==> config.mk <==
export PLATFORM = sky130hd
export DESIGN_NAME = uc_seq_flat
export DESIGN_NICKNAME = d
export VERILOG_FILES = /design/src/rtl/uc_seq_if.sv /design/src/rtl/uc_seq.sv /design/src/flat_wrapper.sv
export SDC_FILE = /design/constraint.sdc
export NUM_CORES = 1
export LEC_CHECK = 0
export ABC_AREA = 1
export ABC_CLOCK_PERIOD_IN_PS = 1700
export CAP_MARGIN = 15
export CORE_MARGIN = 3
export CORE_UTILIZATION = 35
export CTS_CLUSTER_DIAMETER = 100
export CTS_CLUSTER_SIZE = 30
export DETAILED_ROUTE_END_ITERATION = 6
export PLACE_DENSITY_LB_ADDON = 0.05
export SETUP_SLACK_MARGIN = 0.02
export SYNTH_ARGS = -nofsm -noshare
export SYNTH_HDL_FRONTEND = slang
export SYNTH_SLANG_ARGS = --single-unit
export TNS_END_PERCENT = 100
==> constraint.sdc <==
create_clock -name clk -period 1.7 [get_ports clk]
set_input_delay 0.255 -clock clk [delete_from_list [all_inputs] [get_ports clk]]
set_output_delay 0.255 -clock clk [all_outputs]
set_load 0.02 [all_outputs]
==> src/rtl/uc_seq_if.sv <==
// Control bus between uc_seq and the single-cycle datapath: opcode/z go up,
// selects and write enables come back down in the same cycle.
interface uc_seq_if;
  logic [5:0] opcode;
  logic       z;
  logic       s_inc;
  logic       s_ret;
  logic       s_rre;
  logic       s_inm;
  logic       we3;
  logic       wez;
  logic [2:0] op;

  modport master (
    input  opcode, z,
    output s_inc, s_ret, s_rre, s_inm, we3, wez, op
  );

  modport slave (
    output opcode, z,
    input  s_inc, s_ret, s_rre, s_inm, we3, wez, op
  );
endinterface

==> src/rtl/uc_seq.sv <==
// Microcontroller control unit: combinational decode (zero latency), state updates on
// the retiring edge; no backpressure, the datapath consumes one instruction per cycle.
module uc_seq #(
  parameter int CNT_W = 16
) (
  input  logic             clk,
  input  logic             reset,
  uc_seq_if.master         ctl,
  output logic             halted,
  output logic             err_nest,
  output logic             err_ret,
  output logic             err_illegal,
  output logic [CNT_W-1:0] instr_cnt,
  output logic [CNT_W-1:0] taken_cnt
);

  typedef enum logic {RUN, HALTED} state_t;

  state_t           state, state_nxt;
  logic             call_open, call_nxt;
  logic             nest_nxt, ret_nxt, ill_nxt;
  logic [CNT_W-1:0] instr_nxt, taken_nxt;
  logic             taken, illegal;

  always_ff @(posedge clk) begin
    if (reset) begin
      state       <= RUN;
      call_open   <= 1'b0;
      err_nest    <= 1'b0;
      err_ret     <= 1'b0;
      err_illegal <= 1'b0;
      instr_cnt   <= '0;
      taken_cnt   <= '0;
    end else begin
      state       <= state_nxt;
      call_open   <= call_nxt;
      err_nest    <= nest_nxt;
      err_ret     <= ret_nxt;
      err_illegal <= ill_nxt;
      instr_cnt   <= instr_nxt;
      taken_cnt   <= taken_nxt;
    end
  end

  always_comb begin
    state_nxt = state;
    call_nxt  = call_open;
    nest_nxt  = err_nest;
    ret_nxt   = err_ret;
    ill_nxt   = err_illegal;
    instr_nxt = instr_cnt;
    taken_nxt = taken_cnt;
    taken     = 1'b0;
    illegal   = 1'b0;
    ctl.s_inc = 1'b1;
    ctl.s_ret = 1'b0;
    ctl.s_rre = 1'b0;
    ctl.s_inm = 1'b0;
    ctl.we3   = 1'b0;
    ctl.wez   = 1'b0;
    ctl.op    = 3'b000;

    // Reset keeps the safe defaults; HALTED pins the PC on the HALT's self-address.
    if (!reset) begin
      if (state == HALTED) begin
        ctl.s_inc = 1'b0;
      end else begin
        casez (ctl.opcode)
          6'b1?????: begin
            ctl.op  = ctl.opcode[4:2];
            ctl.we3 = 1'b1;
            ctl.wez = 1'b1;
          end
          6'b0000??: begin
            ctl.s_inm = 1'b1;
            ctl.we3   = 1'b1;
          end
          6'b010000: begin
            ctl.s_inc = 1'b0;
            taken     = 1'b1;
          end
          6'b010001: begin
            ctl.s_inc = ~ctl.z;
            taken     = ctl.z;
          end
          6'b010010: begin
            ctl.s_inc = ctl.z;
            taken     = ~ctl.z;
          end
          6'b010011: begin
            ctl.s_inc = 1'b0;
            ctl.s_rre = 1'b1;
            taken     = 1'b1;
            nest_nxt  = err_nest | call_open;
            call_nxt  = 1'b1;
          end
          6'b010100: begin
            ctl.s_ret = 1'b1;
            taken     = 1'b1;
            ret_nxt   = err_ret | ~call_open;
            call_nxt  = 1'b0;
          end
          6'b010101: begin
            ctl.s_inc = 1'b0;
            state_nxt = HALTED;
          end
          default: illegal = 1'b1;
        endcase

        instr_nxt = instr_cnt + CNT_W'(1);
        if (taken)   taken_nxt = taken_cnt + CNT_W'(1);
        if (illegal) ill_nxt   = 1'b1;
      end
    end
  end

  assign halted = (state == HALTED);

endmodule

==> src/flat_wrapper.sv <==
// flat-port wrapper written by rule: the top's interface ports become plain ports
module uc_seq_flat 
#(
  parameter int CNT_W = 16
)
  (clk, reset, halted, err_nest, err_ret, err_illegal, instr_cnt, taken_cnt, ctl_opcode, ctl_z, ctl_s_inc, ctl_s_ret, ctl_s_rre, ctl_s_inm, ctl_we3, ctl_wez, ctl_op);
  uc_seq_if ctl_i ();
  input  logic clk;
  input  logic reset;
  output logic halted;
  output logic err_nest;
  output logic err_ret;
  output logic err_illegal;
  output logic [CNT_W-1:0] instr_cnt;
  output logic [CNT_W-1:0] taken_cnt;
  input wire logic [$bits(ctl_i.opcode)-1:0] ctl_opcode;
  input wire logic [$bits(ctl_i.z)-1:0] ctl_z;
  output wire logic [$bits(ctl_i.s_inc)-1:0] ctl_s_inc;
  output wire logic [$bits(ctl_i.s_ret)-1:0] ctl_s_ret;
  output wire logic [$bits(ctl_i.s_rre)-1:0] ctl_s_rre;
  output wire logic [$bits(ctl_i.s_inm)-1:0] ctl_s_inm;
  output wire logic [$bits(ctl_i.we3)-1:0] ctl_we3;
  output wire logic [$bits(ctl_i.wez)-1:0] ctl_wez;
  output wire logic [$bits(ctl_i.op)-1:0] ctl_op;
  assign ctl_i.opcode = ctl_opcode;
  assign ctl_i.z = ctl_z;
  assign ctl_s_inc = ctl_i.s_inc;
  assign ctl_s_ret = ctl_i.s_ret;
  assign ctl_s_rre = ctl_i.s_rre;
  assign ctl_s_inm = ctl_i.s_inm;
  assign ctl_we3 = ctl_i.we3;
  assign ctl_wez = ctl_i.wez;
  assign ctl_op = ctl_i.op;
  uc_seq #(.CNT_W(CNT_W)) u_core (.clk(clk), .reset(reset), .ctl(ctl_i), .halted(halted), .err_nest(err_nest), .err_ret(err_ret), .err_illegal(err_illegal), .instr_cnt(instr_cnt), .taken_cnt(taken_cnt));
endmodule
==> results.sh <==
export IMPL_power_leakage_nw=1.44
export IMPL_grt_max_degree=20
export IMPL_grt_use_total_pct=16.1
export IMPL_wl_per_cell_um=11.5
export IMPL_synth_cell_type_count=34
export IMPL_die_width_um=85.0
export IMPL_r2r_slack_ns=0.15
export IMPL_critical_path_top_delay_family="buffers and inverters"
export IMPL_cp_max_fo=6
export IMPL_grt_busiest_layer="met2"
export IMPL_cap_viol_max_count=0
export IMPL_clock_root_buffer="clkbuf_8"
export IMPL_crit_buf_inv=1
export IMPL_clock_latency_ns=0.30
export IMPL_crit_slowest_cell="clkdlybuf4s50_1"
export IMPL_hold_path_class="flop to flop"
export IMPL_place_hpwl_um=4120
export IMPL_final_area_um2=3180
export IMPL_areaGrowthSynthToFinish_pct=45.7
export IMPL_grtUsageMet3_pct=3.79
export IMPL_synth_edf_count=0
export IMPL_layout_commonest_cell="nand2_1"
export IMPL_yosysWarnings=0
export IMPL_power_density_nw_per_um2=542
export IMPL_die_height_um=85.0
export IMPL_grt_pass1_vias=2204
export IMPL_drc=0
export IMPL_worstPathRequired_ns=1.44
export IMPL_crit_path_start_kind="flop"
export IMPL_io_pin_count=54
export IMPL_power_switching_mw=0.464
export IMPL_power_frac_comb_pct=12.7
export IMPL_grt_use_met2_pct=28.6
export IMPL_fin_crit_sh_pct=95.8
export IMPL_cp_end_kind="output pin"
export IMPL_ant_nets=0
export IMPL_ir_drop_v=0.000306
export IMPL_start_util_pct=36.4
export IMPL_final_nets=426
export IMPL_routed_wl_um=5670
export IMPL_synth_seq_cells=37
export IMPL_drt_iter0_markers=65
export IMPL_cts_buffers=5
export IMPL_drive_gt1_share_pct=25.5
export IMPL_vias_per_cell=4.72
export IMPL_path_cells="clkdlybuf4s50_1"
export IMPL_status="completed"
export IMPL_design_die_area_um2=7220
export IMPL_syn_avg_cell_area_um2=6.82
export IMPL_p_int_mw=1.26
export IMPL_period_minus_slack_ns=1.63
export IMPL_htreeDepth=2
export IMPL_async_flop_share_pct=0
export IMPL_worst_pin_slew_ns=0.361
export IMPL_synth_nets=331
export IMPL_cts_tree="done"
export IMPL_drt_pass1_iter_count=4
export IMPL_p_seq_share_pct=51.5
export IMPL_postSynthCellCount=320
export IMPL_clock_path_buffers=2
export IMPL_place_ws_ns=-0.577
export IMPL_finalSetupViolCount=0
export IMPL_rsz0062_at_grt="no"
export IMPL_critPathKind="flop to output pin"
export IMPL_final_cell_mix="nand2_1, nor2_1, buf_4"
export IMPL_fmax_mhz=614
export IMPL_grt_pass1_wl_um=9620
export IMPL_fin_ws_ns=0.0720
export IMPL_rows=28
export IMPL_core_area_um2=5990
export IMPL_cts_sinks=37
export IMPL_gp_congestion=0.789
export IMPL_totalPowerFinal_mw=1.72
export IMPL_max_slew_margin_rel_pct=75.9
export IMPL_diodes=0
export IMPL_critical_path_max_stage_delay_ns=0.64
export IMPL_p_clk_share_pct=35.8
export IMPL_swShare_pct=26.9
export IMPL_dr_total_vias=2316
export IMPL_slew_viol_final=0
export IMPL_ys_flop_type="dfxtp_1"
export IMPL_io_buffers=53
export IMPL_finClkSkew_ns=0.00859
export IMPL_path_clk_slew_ns=0.07
export IMPL_synth_cell_area_um2=2180
export IMPL_overflow=0
export IMPL_arrival_ns=1.37
export IMPL_hold_violations=0
export IMPL_antenna_found_initial=0
export IMPL_use_met1_pct=19.0
export IMPL_yosysSeqAreaShare_pct=33.9
export IMPL_placed_cell_area_um2=2990
## synth_stat cells, types with 3 or more instances
cell,count,area [µm²]
nand2_4,3,33.8
a21oi_1,15,75.1
nor2_1,53,199
xnor2_1,3,26.3
inv_1,36,135
nand2_1,65,244
nand2_2,10,62.6
nand3_1,30,150
a21oi_2,10,87.6
nor2_2,4,25.0
xor2_1,6,52.6
dfxtp_1,37,741
nor3_1,5,25.0
o21ai_0,11,55.1
nand4_1,8,50.1
## per-stage QoR
step | TNS [ns] | hold WS (ns) | util [%] | instances
3_3_place_gp | -7.84 | 0.440 | 49.9 | 472
4_1_cts | -0.0563 | 0.470 | 51.7 | 486
5_1_grt | 0 | 0.507 | 53.1 | 491
2_1_floorplan | 0 | 0.435 | - | 320
3_5_place_dp | -8.33 | 0.446 | 49.9 | 472
6_report | 0 | 0.464 | 53.1 | 491
## sequential cells by signal, summed over array words and instances (netlist names)
signal	flops
u_core.taken_cnt	16
u_core.err_illegal	1
u_core.err_nest	1
u_core.call_open	1
u_core.err_ret	1
u_core.instr_cnt	16
u_core.halted	1
## final cells by class
class	count	area, µm²
clock inverter	2	10.0
fill	604	2810
timing repair buffer	96	833
inverter	38	150
sequential	37	742
clock buffer	6	72.6
multi-input combinational	237	1280
tap	75	93.8
## per-layer routing
layer  vias to the layer above  wire length, µm
met5                         -                0
met4                         0               72
met3                         8              268
met2                        42             2800
met1                      1044             2520
li1                       1222                -
## kinds of logic (layout without fill, tap and decap cells)
logic type | after synthesis | count (layout) | share of synthesized area, %
flops | 37 | 37 | 33.9
buf+inv | 46 | 142 | 9.17
simple gates | 184 | 184 | 40.1
xor+xnor | 9 | 9 | 3.61
fa+ha+maj | 2 | 2 | 1.15
compound gates | 42 | 42 | 12.0
## worst paths after layout
kind                                            from                   end  depth (start not counted)
worst min-delay path                 u_core.err_nest       u_core.err_nest                          2
worst min register to register       u_core.err_nest       u_core.err_nest                          2
worst max-delay path            u_core.taken_cnt[12]         taken_cnt[12]                          1
worst max register to register         u_core.halted  u_core.instr_cnt[15]                         10
## what timing repair did
action                     4_1_cts  5_1_grt
setup endpoints to repair       11       32
hold buffers                     0        0
setup buffers                    6        5
pin swaps                        7        9
gates resized for setup         47       29
gates cloned                     0        0
## power by group through the flow
| stage | Clock, mW | Combinational, mW | Sequential (mW) |
|---|---|---|---|
| after floorplan | 0 | 0.0915 | 0.922 |
| after global placement | 0 | 0.217 | 0.907 |
| after detailed placement | 0 | 0.218 | 0.907 |
| after CTS | 0.633 | 0.216 | 0.887 |
| after global routing | 0.669 | 0.238 | 0.889 |
| final | 0.617 | 0.218 | 0.887 |
Note: power is estimated with default switching activity, not from simulation.
